<file path="config.mk">
export PLATFORM = sky130hd
export DESIGN_NAME = bcd_stopwatch_ctrl_flat
export DESIGN_NICKNAME = d
export VERILOG_FILES = /design/src/rtl/bcd_stopwatch_ctrl_pkg.sv /design/src/rtl/bcd_stopwatch_ctrl_if.sv /design/src/rtl/bcd_stopwatch_ctrl_digit.sv /design/src/rtl/bcd_stopwatch_ctrl.sv /design/src/flat_wrapper.sv
export SDC_FILE = /design/constraint.sdc
export NUM_CORES = 1
export LEC_CHECK = 0
export BUFFER_PORTS_ARGS = -buffer_cell sky130_fd_sc_hd__buf_2
export CORE_UTILIZATION = 48
export CTS_CLUSTER_SIZE = 28
export DETAILED_ROUTE_END_ITERATION = 8
export PLACE_DENSITY = 0.77
export SYNTH_ARGS = -nofsm -noshare
export SYNTH_HDL_FRONTEND = slang
export SYNTH_SLANG_ARGS = --single-unit
</file>
<file path="constraint.sdc">
create_clock -name clk -period 1.9 [get_ports clk]
set_clock_uncertainty 0.15 [all_clocks]
set_input_delay 0.19 -clock clk [delete_from_list [all_inputs] [get_ports clk]]
set_output_delay 0.19 -clock clk [all_outputs]
set_load 0.01 [all_outputs]
</file>
<file path="src/rtl/bcd_stopwatch_ctrl_pkg.sv">
// bcd_stopwatch_ctrl_pkg: shared state encoding and BCD constants
package bcd_stopwatch_ctrl_pkg;
    typedef enum logic [1:0] {IDLE = 2'b00, RUN = 2'b01, PAUSE = 2'b10} state_e;
    localparam logic [3:0] DIGIT_MAX = 4'd9;
endpackage

</file>
<file path="src/rtl/bcd_stopwatch_ctrl_if.sv">
// bcd_stopwatch_ctrl_if: command inputs and count/status outputs of the stopwatch
interface bcd_stopwatch_ctrl_if #(parameter int NDIGITS = 4);
    logic                   start;
    logic                   stop;
    logic                   clear;
    logic                   lap;
    logic [4*NDIGITS-1:0]   digits;
    logic [4*NDIGITS-1:0]   lap_digits;
    logic                   lap_valid;
    logic                   running;
    logic                   overflow;
    logic [1:0]             state;
    modport master (output start, stop, clear, lap,
                    input digits, lap_digits, lap_valid, running, overflow, state);
    modport slave  (input start, stop, clear, lap,
                    output digits, lap_digits, lap_valid, running, overflow, state);
endinterface

</file>
<file path="src/rtl/bcd_stopwatch_ctrl_digit.sv">
// bcd_digit: one mod-10 counter stage with clear and ripple carry
module bcd_digit
    import bcd_stopwatch_ctrl_pkg::*;
(
    input  logic       clk,
    input  logic       rst,
    input  logic       clr,
    input  logic       inc,
    output logic [3:0] q,
    output logic       carry
);
    logic [3:0] q_d, q_q;
    // next digit: clear wins, otherwise count 0..9 when enabled
    always_comb q_d = clr ? 4'd0 : !inc ? q_q : (q_q == DIGIT_MAX) ? 4'd0 : q_q + 4'd1;
    // digit register
    always_ff @(posedge clk or posedge rst)
        if (rst) q_q <= 4'd0;
        else     q_q <= q_d;
    assign q     = q_q;
    assign carry = inc && (q_q == DIGIT_MAX);
endmodule

</file>
<file path="src/rtl/bcd_stopwatch_ctrl.sv">
// bcd_stopwatch_ctrl: start/stop/lap/clear stopwatch over a BCD digit chain
module bcd_stopwatch_ctrl
    import bcd_stopwatch_ctrl_pkg::*;
#(
    parameter int NDIGITS  = 4,
    parameter int TICK_DIV = 10
) (
    input logic                    clk,
    input logic                    rst,
    bcd_stopwatch_ctrl_if.slave    bus
);
    localparam int            PW   = $clog2(TICK_DIV);
    localparam logic [PW-1:0] PMAX = PW'(TICK_DIV - 1);

    state_e                       state_q;
    logic                         running_q;
    logic [PW-1:0]                psc_d, psc_q;
    logic [4*NDIGITS-1:0]         lap_d, lap_q;
    logic                         lap_valid_d, lap_valid_q;
    logic                         ovf_d, ovf_q;
    logic                         tick, lap_take;
    logic [NDIGITS-1:0]           inc, cy;
    logic [NDIGITS-1:0][3:0]      dq;
    logic [4*NDIGITS-1:0]         cnt;

    assign cnt = dq;

    for (genvar g = 0; g < NDIGITS; g++) begin : g_dig
        if (g == 0) begin : g_first
            assign inc[g] = tick;
        end else begin : g_rest
            assign inc[g] = cy[g-1];
        end
        bcd_digit u_dig (.clk(clk), .rst(rst), .clr(bus.clear), .inc(inc[g]), .q(dq[g]), .carry(cy[g]));
    end

    // prescaler, lap snapshot and sticky overflow next-state; clear dominates
    always_comb begin
        tick        = (state_q == RUN) && (psc_q == PMAX);
        psc_d       = bus.clear ? '0 : (state_q != RUN) ? psc_q : tick ? '0 : psc_q + PW'(1);
        lap_take    = bus.lap && !bus.clear && (state_q != IDLE);
        lap_d       = bus.clear ? '0 : lap_take ? cnt : lap_q;
        lap_valid_d = !bus.clear && (lap_valid_q || lap_take);
        ovf_d       = !bus.clear && (ovf_q || cy[NDIGITS-1]);
    end

    // command FSM: clear > stop > start, running registered alongside state
    always_ff @(posedge clk or posedge rst) begin
        if (rst) begin
            state_q   <= IDLE;
            running_q <= 1'b0;
        end else if (bus.clear) begin
            state_q   <= IDLE;
            running_q <= 1'b0;
        end else if (bus.stop) begin
            if (state_q == RUN) begin
                state_q   <= PAUSE;
                running_q <= 1'b0;
            end
        end else if (bus.start && state_q != RUN) begin
            state_q   <= RUN;
            running_q <= 1'b1;
        end
    end

    // datapath registers
    always_ff @(posedge clk or posedge rst) begin
        if (rst) begin
            psc_q       <= '0;
            lap_q       <= '0;
            lap_valid_q <= 1'b0;
            ovf_q       <= 1'b0;
        end else begin
            psc_q       <= psc_d;
            lap_q       <= lap_d;
            lap_valid_q <= lap_valid_d;
            ovf_q       <= ovf_d;
        end
    end

    assign bus.digits     = cnt;
    assign bus.lap_digits = lap_q;
    assign bus.lap_valid  = lap_valid_q;
    assign bus.running    = running_q;
    assign bus.overflow   = ovf_q;
    assign bus.state      = state_q;
endmodule
</file>
<file path="src/flat_wrapper.sv">
// flat-port wrapper written by rule: the top's interface ports become plain ports
module bcd_stopwatch_ctrl_flat import bcd_stopwatch_ctrl_pkg::*;
#(
    parameter int NDIGITS  = 4,
    parameter int TICK_DIV = 10
)
  (clk, rst, bus_start, bus_stop, bus_clear, bus_lap, bus_digits, bus_lap_digits, bus_lap_valid, bus_running, bus_overflow, bus_state);
  bcd_stopwatch_ctrl_if #(.NDIGITS(NDIGITS)) bus_i ();
  input logic clk;
  input logic rst;
  input wire logic [$bits(bus_i.start)-1:0] bus_start;
  input wire logic [$bits(bus_i.stop)-1:0] bus_stop;
  input wire logic [$bits(bus_i.clear)-1:0] bus_clear;
  input wire logic [$bits(bus_i.lap)-1:0] bus_lap;
  output wire logic [$bits(bus_i.digits)-1:0] bus_digits;
  output wire logic [$bits(bus_i.lap_digits)-1:0] bus_lap_digits;
  output wire logic [$bits(bus_i.lap_valid)-1:0] bus_lap_valid;
  output wire logic [$bits(bus_i.running)-1:0] bus_running;
  output wire logic [$bits(bus_i.overflow)-1:0] bus_overflow;
  output wire logic [$bits(bus_i.state)-1:0] bus_state;
  assign bus_i.start = bus_start;
  assign bus_i.stop = bus_stop;
  assign bus_i.clear = bus_clear;
  assign bus_i.lap = bus_lap;
  assign bus_digits = bus_i.digits;
  assign bus_lap_digits = bus_i.lap_digits;
  assign bus_lap_valid = bus_i.lap_valid;
  assign bus_running = bus_i.running;
  assign bus_overflow = bus_i.overflow;
  assign bus_state = bus_i.state;
  bcd_stopwatch_ctrl #(.NDIGITS(NDIGITS), .TICK_DIV(TICK_DIV)) u_core (.clk(clk), .rst(rst), .bus(bus_i));
endmodule
</file>
* Yosys cells after proc, flatten, opt, wreduce, memory -nomap -nowiden
Cells that the tools add are included.
Widths: inputs -> output; s select.
** Word-level totals
- Register bits after elaboration :: 41
- Bits of input ports :: 6
- Output and inout port bits :: 37
- Word-level logic and storage cells :: 70
** Operators by class
- Add/subtract/negate cells :: 5
- Eq/ne operators :: 9
- Mux-type cells :: 25
- Reduce and logical (&&, ||, !) cells :: 21
** Operators by type and width (count)
- $mux 4 :: 15
- $mux 16 :: 2
- $add 4x1->4 const B :: 5
- $eq 4x4->1 const B :: 5
- $reduce_bool 2->1 :: 6
- $logic_and 1x1->1 :: 10
- $mux 2 :: 4
- $mux 1 :: 4
- $ne 3x1->1 const B :: 1
- $reduce_bool 3->1 :: 1
- $eq 2x1->1 const B :: 1
- $logic_or 1x1->1 :: 2
- $ne 2x1->1 const B :: 1
- $ne 2x2->1 const B :: 1
- $reduce_and 2->1 :: 1
- $logic_not 1->1 :: 1

* Longest topological paths before layout
Gate-level depths: netlist (run 1).
- Word-level depth :: 8
- Depth in mapped cells :: 6
- Mapped depth without buffers :: 6

* By module
From an unflattened synthesis (run 1), not the netlist that was laid out.
** Unflattened totals
- Cell total of the unflattened synthesis :: 189
- Area, all modules :: 1975.6 um2
** Modules (own cells, without submodules)
- bcd_stopwatch_ctrl :: instances 1, cells each 81, area an instance 994.7 um2, seq. area each 600.6 um2
- bcd_digit :: instances 4, cells each 27, area an instance 245.2 um2, seq. area each 100.1 um2

* Least setup slack after synthesis (run 1)
Ideal clock, no wire load.
- Path kind :: register to register
- From :: register u_core.psc_q[1]
- To :: register u_core.g_dig[3].u_dig.q_q[2]
- Setup time :: 0.078 ns
- Arrival :: 1.712 ns
- Path slack :: -0.040 ns
- Stages on the path, launching flop included :: 7
- Path buffers :: 0
- Cell sequence :: dfrtp_1 inv_1 ha_1 and4bb_2 nand4_4 or4_1 a21oi_1
** On the way
- Word-level cells in the longest chain between the ends :: 6
** Ends and longest elaborated chain
- from (decl) :: line bcd_stopwatch_ctrl.sv:17 : logic [PW-1:0] psc_d, psc_q;
- from (signal assigned) :: line bcd_stopwatch_ctrl.sv:74 : psc_q <= psc_d;
- $eq 4x4->1 :: line bcd_stopwatch_ctrl.sv:39 : tick = (state_q == RUN) && (psc_q == PMAX);
- $logic_and 1x1->1 :: line bcd_stopwatch_ctrl.sv:39
- $logic_and 1x1->1 (3 in a row) :: line bcd_stopwatch_ctrl_digit.sv:20 : assign carry = inc && (q_q == DIGIT_MAX);
- $reduce_bool 2->1 (no line)
- to (signal assigned) :: line bcd_stopwatch_ctrl_digit.sv:18 : else q_q <= q_d;
- to (decl) :: line bcd_stopwatch_ctrl_digit.sv:12 : logic [3:0] q_d, q_q;
No other way between the ends.
A chain may end at the register's enable or synchronous reset.

* Final worst setup path (run 1)
Ends and elaborated chain as after synthesis.

==> out/qor_table.md, run 1 <==
| Stage | Item | Value |
| --- | --- | --- |
| die | Die Area | 4380 um2 |
| hold path | Hold Crit Endpoint | u_core.bus.state[0] |
| route | Antenna-violating nets left | 0 |
| placed design | Final RePlAce weighted congestion | 0.776 |
| power and ir drop | Worst vdd rail ir drop | 0.000478 V |
| timing | Maximum achievable frequency | 533 MHz |
| final layout | Count of inserted antenna diode cells | 0 |
| worst setup path | Sort of element at the end of the critical path | flip-flop |
| synth | Synth Area in XOR/XNOR | 2.66% |
| timing | Min cycle time layout | 1880 ps |
| cts | Number of buffers created by CTS | 5 |
| synth | Cell count after synthesis | 210 |
| timing | Pins Over Slew Limit | 0 |
| grt | Overall track demand over capacity in global routing | 23.4% |
| worst setup path | Timing startpoint of the critical path | u_core.psc_q[1] |
| grt | Vias in the first global route | 1,601 |
| timing | Transition time at the pin with the least slew margin | 696 ps |
| final layout | Total number of nets in the final design | 292 |
| hold path | Hold Crit Depth | 3 |
| synth | Mean instance size in the synthesized netlist | 9.42 um2 |
| route | Post-Route WL | 4430 um |
| cts | H-Tree Level Count | 2 |
| cts | Clock latency of the later-clocked register in the worst-skew pair | 290 ps |
| timing | Setup-failing EPs final | 0 |
| cts | Maximum buffer depth of the clock tree | 2 |
| worst setup path | Crit-path max FO | 6 |
| power and ir drop | Static leakage | 1.28 nW |
| placed design | Placed Instance Area | 2390 um2 |
| synth | Post-synthesis instance area | 1980 um2 |
| worst setup path | Cell count of the worst reg-to-reg path | 6 |
| die | Width of the die | 66.2 um |
| final layout | Fraction of final layout cells sized beyond drive strength 1 | 31.0% |
| final layout | Layout overhead on the synthesized area | 27.3% |
| synth | Number of warnings issued by yosys | 0 |
| synth | Main combinational cell family by area after synthesis | simple AND/OR/NAND/NOR gates |
| worst setup path | Critical path data arrival time | 1950 ps |
| worst setup path | Required arrival time at the worst endpoint | 1970 ps |
| synth | Yosys reg bits | 40 |
| job | Number of maximum-capacitance constraint violations | 0 |
| grt | Global-route wire length before repair | 7470 um |
| worst setup path | Crit path launch type | flip-flop |
| hold path | Path class of the lowest-slack min-delay path | in -> reg |
| synth | Multiplexer share of the synthesized area | 1.52% |
| timing | Relative slew margins | 53.6% |
| route | Post-route DRC violation count | 0 |
| route | Initial DRC count | 92 |
| cts | Clock edge transition at the registers on the reported setup and hold paths | 70 ps |
| route | Vias per std cell | 5.27 |
| synth | Post-synthesis compound-gate area fraction | 12.8% |
| power and ir drop | Total power density per cell area | 608 nW/um2 |
| outcome | Status | completed |
| grt | Maximum number of pins on one net before global-route repair | 41 |
| grt | Grt ovf | 0 |
| worst setup path | Crit Path Class | reg -> reg |
| route | Vias after detailed routing | 1,713 |
| die | Core region area | 3800 um2 |
| synth | Number of distinct library cells after synthesis | 35 |
| synth | Sequential area share after synthesis | 50.6% |
| cts | TritonCTS sink count | 40 |
| worst setup path | Worst reg-to-reg setup slack | 20 ps |
| synth | Area share of fa/ha/maj cells after synthesis | 6.33% |
| cts | CTS tree | built |
| hold path | Worst Min Path Start | bus_start |
| placed design | Post-detail-place hpwl | 3020 um |
| die | Number of top-level design ports | 43 |
| timing | RSZ-0062 raised after global routing | yes |
| synth | Number of nets produced by synthesis | 226 |
| worst setup path | Launch point of the worst reg-to-reg path | u_core.psc_q[1] |
| die | Die Span Y | 66.2 um |
| die | Row count | 22 |
| placed design | Number of buffers added on ports | 42 |
| timing | Number of hold-slack violations in the final timing report | 0 |
| timing | Worst hold slack | 14.2 ps |
| grt | Antenna violations before repair | 0 |
| route | DR WL/cell | 13.6 um |
| synth | Area fraction in and, or, nand and nor cells after synthesis | 22.5% |
| route | Drt pass-1 iters | 4 |
| die | Starting density of the core | 52.1% |
| worst setup path | RR Endpoint | u_core.g_dig[3].u_dig.q[2] |
| timing | Ratio of final minimum period to clock period | 98.8% |
| cts | Clock tree root buffer cell | sky130_fd_sc_hd__clkbuf_8 |
| final layout | Post-route standard cell area excluding fillers | 2520 um2 |
==> layer usage <==
metal	share of wire (%)	wire (um)	track usage, %
met3	3.9	171	6.03
met4	1.4	61	8.24
met5	0	0	0
met2	48	2130	36.9
met1	47	2060	31.0
==> report_power, final <==
part / internal [mW] / switching, mW
logic: 0.0310 / 0.0652
registers: 0.856 / 0.00447
clock network: 0.296 / 0.279
==> worst max-delay path, stage by stage (launching register included) <==
cell and delay, ps:
sky130_fd_sc_hd__dfrtp_1 400, sky130_fd_sc_hd__inv_2 80, sky130_fd_sc_hd__ha_4 120, sky130_fd_sc_hd__and4bb_2 290, sky130_fd_sc_hd__nand4_4 140, sky130_fd_sc_hd__or4_4 500, sky130_fd_sc_hd__a21oi_2 120
==> cell usage after synthesis <==
cell type                  instances  area, um2
sky130_fd_sc_hd__clkbuf_1          7       26.3
sky130_fd_sc_hd__a22oi_1           1       7.51
sky130_fd_sc_hd__xnor2_1           1       8.76
sky130_fd_sc_hd__a31o_2            1       8.76
sky130_fd_sc_hd__xor2_1            5       43.8
sky130_fd_sc_hd__ha_1             10        125
sky130_fd_sc_hd__nand4_1           1       6.26
sky130_fd_sc_hd__o21a_1            1       7.51
sky130_fd_sc_hd__and2_1            1       6.26
sky130_fd_sc_hd__dfrtp_1          40       1000
sky130_fd_sc_hd__nor2_1           17       63.8
sky130_fd_sc_hd__a2111o_1          1       11.3
sky130_fd_sc_hd__a21oi_1          31        155
sky130_fd_sc_hd__o21ai_1           1       5.00
sky130_fd_sc_hd__or4_1             1       7.51
sky130_fd_sc_hd__nand4_4           1       21.3
sky130_fd_sc_hd__and3b_2           1       10.0
sky130_fd_sc_hd__or3_1             5       31.3
sky130_fd_sc_hd__nor2b_1           3       18.8
sky130_fd_sc_hd__nor3b_1           1       7.51
sky130_fd_sc_hd__and4b_2           1       11.3
sky130_fd_sc_hd__a211o_1           1       8.76
sky130_fd_sc_hd__nand2b_1          1       6.26
sky130_fd_sc_hd__mux2i_1           3       30.0
sky130_fd_sc_hd__nor3_1            2       10.0
sky130_fd_sc_hd__and3b_1           4       35.0
sky130_fd_sc_hd__a21boi_0          1       7.51
sky130_fd_sc_hd__nand2_1          40        150
sky130_fd_sc_hd__o21ai_0           7       35.0
sky130_fd_sc_hd__nand3_2           1       10.0
sky130_fd_sc_hd__nand3_1           5       25.0
sky130_fd_sc_hd__a31oi_1           1       6.26
sky130_fd_sc_hd__inv_1            10       37.5
sky130_fd_sc_hd__and4bb_2          2       25.0
sky130_fd_sc_hd__buf_4             1       7.51
==> final cells by class <==
type	count	area, um2
multi-input cells	152	930
flip-flops and latches	40	1000
fillers	313	1280
repair buffers	67	400
well taps	48	60.1
inverters	10	37.5
clock buffers	8	90.1
==> kinds of logic after synthesis <==
family | count (synthesis)
compound gates | 46
xor+xnor | 6
fa+ha+maj | 10
buf+inv | 18
flops | 40
mux | 3
simple gates | 87
==> how the worst max path moves through the flow <==
stage	to	slack, ps	depth (start not counted)
2_1_floorplan	u_core.g_dig[3].u_dig.q[2]	-10	6
3_3_place_gp	u_core.g_dig[3].u_dig.q[2]	90	6
3_5_place_dp	u_core.g_dig[3].u_dig.q[2]	-20	6
4_1_cts	u_core.g_dig[3].u_dig.q[2]	8	6
5_1_grt	u_core.g_dig[3].u_dig.q[2]	-30	6
6_report	u_core.g_dig[3].u_dig.q[2]	20	6
==> what timing repair did <==
item,in CTS,in global routing
setup buffers,2,1
hold buffers,1,0
endpoints found under the hold margin,40,0
setup endpoints to repair,1,5
pin swaps,0,0
gates resized for setup,1,5
==> metrics by stage <==
stage / total power, mW / cells / setup slack [ps] / util (%) / setup TNS [ps]
after global routing: 1.60 / 325 / -32.9 / 66.3 / -53.9
final: 1.53 / 325 / 22.9 / 66.3 / 0
after detailed placement: 0.972 / 313 / -15.6 / 62.8 / -15.6
after floorplan: 0.933 / 210 / -10.6 / - / -10.6
after CTS: 1.55 / 324 / 8.20 / 65.9 / 0
after global placement: 0.969 / 313 / 85.2 / 62.8 / 0
==> placed cells by master, fill, tap and decap left out, drive strengths merged, types with 2 or more instances in the layout <==
cell / synthesis / layout
o21ai: 8 / 8
and4bb: 2 / 2
nor3: 2 / 2
and3b: 5 / 5
dfrtp: 40 / 40
a21oi: 31 / 31
nor2: 17 / 17
nand4: 2 / 2
buf: 1 / 66
nand3: 6 / 6
mux2i: 3 / 3
or3: 5 / 5
xor2: 5 / 5
nor2b: 3 / 3
clkbuf: 7 / 8
nand2: 40 / 40
ha: 10 / 10
inv: 10 / 10
==> registers in the layout (all words and copies together), names as in the netlist <==
register / flops
u_core.g_dig.u_dig.q: 16
u_core.bus.overflow: 1
u_core.bus.lap_valid: 1
u_core.bus.lap_digits: 16
u_core.psc_q: 4
u_core.bus.state: 2
(Power assumes the default switching activity.)
==> inputs of run 2 (changes only) <==
==> constraint.sdc (replaced) <==
create_clock -name clk -period 1.9 [get_ports clk]
set_clock_uncertainty 0.15 [all_clocks]
set_input_delay 0.19 -clock clk [delete_from_list [all_inputs] [get_ports clk]]
set_output_delay 0.19 -clock clk [all_outputs]
set_load 0.02 [all_outputs]
==> out/qor_table.md, run 2 (synthesis gave the netlist of run 1 again) <==
| Stage | Item | Value |
| --- | --- | --- |
| final layout | Fraction of final layout cells sized beyond drive strength 1 | 32.6% |
| timing | Relative slew margins | 58.2% |
| grt | Antenna violations before repair | 0 |
| worst setup path | Launch point of the worst reg-to-reg path | u_core.g_dig[0].u_dig.q[1] |
| timing | Number of hold-slack violations in the final timing report | 0 |
| die | Number of top-level design ports | 43 |
| worst setup path | Critical-path top delay cell | sky130_fd_sc_hd__or4_4 |
| power and ir drop | Switching share of power | 24.2% |
| final layout | Post-route standard cell area excluding fillers | 2530 um2 |
| worst setup path | Crit Path Class | reg -> reg |
| power and ir drop | Static leakage | 1.27 nW |
| timing | Post-layout worst setup margin | -6.25 ps |
| route | Vias after detailed routing | 1,706 |
| final layout | Total number of nets in the final design | 292 |
| route | Initial DRC count | 150 |
| timing | Pins Over Slew Limit | 0 |
| die | Width of the die | 66.2 um |
| die | Die Area | 4380 um2 |
| power and ir drop | Worst vdd rail ir drop | 0.000402 V |
| power and ir drop | Part of the power in registers | 57.4% |
| grt | Maximum number of pins on one net before global-route repair | 41 |
| timing | Maximum achievable frequency | 525 MHz |
| route | Drt pass-1 iters | 4 |
| final layout | Fill count | 321 |
| placed design | Final RePlAce weighted congestion | 0.816 |
| final layout | Leading cell type in the layout, fill and taps excluded | sky130_fd_sc_hd__buf_2 |
| worst setup path | Cell breakdown of the critical path | inv_2 > ha_4 > and4b_2 > nand4_4 > or4_4 > a21oi_2 |
| worst setup path | Worst reg-to-reg setup slack | -6 ps |
| cts | Number of buffers created by CTS | 5 |
| timing | Ratio of final minimum period to clock period | 100% |
| timing | RSZ-0062 raised after global routing | yes |
| placed design | Placed Cells | 313 |
| worst setup path | Crit path launch type | flip-flop |
| cts | CTS tree | built |
| route | Post-Route WL | 4510 um |
| cts | Maximum buffer depth of the clock tree | 2 |
| worst setup path | Timing startpoint of the critical path | u_core.g_dig[0].u_dig.q[1] |
| route | Post-route DRC violation count | 0 |
| power and ir drop | Final Total Pwr | 1.50 mW |
| job | Number of maximum-capacitance constraint violations | 0 |
| die | Starting density of the core | 52.1% |
| power and ir drop | Int Power | 1.14 mW |
| placed design | Post-detail-place hpwl | 3050 um |
| cts | Clock tree root buffer cell | sky130_fd_sc_hd__clkbuf_8 |
| route | Vias per std cell | 5.27 |
| worst setup path | Number of buffers and inverters on the critical path | 1 |
| worst setup path | Crit-path max FO | 4 |
| timing | Setup-failing EPs final | 1 |
| timing | Transition time at the pin with the least slew margin | 627 ps |
| route | Antenna-violating nets left | 0 |
| cts | H-Tree Level Count | 2 |
| grt | Global-route wire length before repair | 7440 um |
| final layout | Most frequent cells in the layout | sky130_fd_sc_hd__buf_2 (42), sky130_fd_sc_hd__nand2_1 (40), sky130_fd_sc_hd__dfrtp_1 (38), sky130_fd_sc_hd__a21oi_1 (29), sky130_fd_sc_hd__buf_4 (24) |
| final layout | Layout overhead on the synthesized area | 27.9% |
| grt | Overall track demand over capacity in global routing | 23.0% |
| worst setup path | Crit-path leading delay family | simple AND/OR/NAND/NOR gates |
| route | DR WL/cell | 13.9 um |
| hold path | Path class of the lowest-slack min-delay path | in -> reg |
| power and ir drop | Relative contribution of the clock network to total power | 36.0% |
| worst setup path | Critical path data arrival time | 1980 ps |
| power and ir drop | Combinational fraction of design power | 6.6% |
| die | Core region area | 3800 um2 |
| placed design | Number of buffers added on ports | 42 |
| worst setup path | Slowest stage delay, CP | 530 ps |
| power and ir drop | Net switching component of the power | 0.363 mW |
| final layout | Number of cells in the finished layout apart from fillers | 324 |
| outcome | Violated checks | negative setup slack |
| timing | Min cycle time layout | 1910 ps |
| placed design | Setup WS pre-CTS | 42.6 ps |
| cts | Clock edge transition at the registers on the reported setup and hold paths | 80 ps |
| worst setup path | Required arrival time at the worst endpoint | 1980 ps |
| die | Die Span Y | 66.2 um |
| power and ir drop | Total power density per cell area | 592 nW/um2 |
| die | Row count | 22 |
| cts | Clock latency of the later-clocked register in the worst-skew pair | 290 ps |
| worst setup path | Sort of element at the end of the critical path | flip-flop |
| final layout | Count of inserted antenna diode cells | 0 |
| grt | Vias in the first global route | 1,637 |
| final layout | Post-layout utilization of the core | 66.6% |
| cts | TritonCTS sink count | 40 |
| hold path | Worst Min Path Start | bus_start |
| placed design | Placed Instance Area | 2390 um2 |
| outcome | Status | finished, violations left |
| grt | Grt ovf | 0 |
-- run 2: metal layers --
metal	wire length [um]	global-route usage (%)	vias up	part of all wire (%)
met1	2090	30.6	817	46
met3	184	5.34	6	4.1
met4	56	7.18	0	1.2
li1	-	-	841	-
met2	2180	36.9	42	48
met5	0	0	-	0
-- run 2: worst reg2reg max path, stage by stage (launching register included) --
cell                      delay [ps]
sky130_fd_sc_hd__dfrtp_2         410
sky130_fd_sc_hd__inv_2            80
sky130_fd_sc_hd__ha_4            130
sky130_fd_sc_hd__and4b_2         280
sky130_fd_sc_hd__nand4_4         120
sky130_fd_sc_hd__or4_4           530
sky130_fd_sc_hd__a21oi_2         150
-- run 2: final timing paths --
path,depth (start not counted),end
worst max-delay path,6,u_core.g_dig[3].u_dig.q[2]
worst min-delay path,3,u_core.bus.state[0]
worst max register to register,6,u_core.g_dig[3].u_dig.q[2]
worst min register to register,2,u_core.bus.overflow
max in group asynchronous,4,u_core.g_dig[0].u_dig.q[0]
min in group asynchronous,4,u_core.psc_q[1]
-- run 2: final cells by class --
class	count	area [um2]	area share, %
clock buffer	5	68.8	2.72
clock inverter	2	12.5	0.495
inverter	10	37.5	1.48
multi-input combinational	152	947	37.4
sequential	40	1000	39.7
tap	48	60.1	2.37
timing repair buffer	67	400	15.8
-- run 2: per-stage QoR --
stage	hold slack (ps)	TNS [ps]
finish	13.2	-6.25
global route	19.3	-109
CTS	4.36	0
detailed placement	191	0
global placement	188	0
floorplan	200	-16.5
-- run 2: timing repair --
item,CTS,global route
setup endpoints to repair,0,3
hold endpoints to repair,40,0
hold buffers,1,0
gates resized for setup,0,6
buffers inserted,0,3
-- run 2: power by group through the flow --
stage / sequential (mW) / clock [mW] / combinational [mW]
CTS: 0.860 / 0.554 / 0.100
finish: 0.860 / 0.539 / 0.0991
global route: 0.861 / 0.591 / 0.112
floorplan: 0.883 / 0 / 0.0531
detailed placement: 0.877 / 0 / 0.0981
global placement: 0.876 / 0 / 0.0967
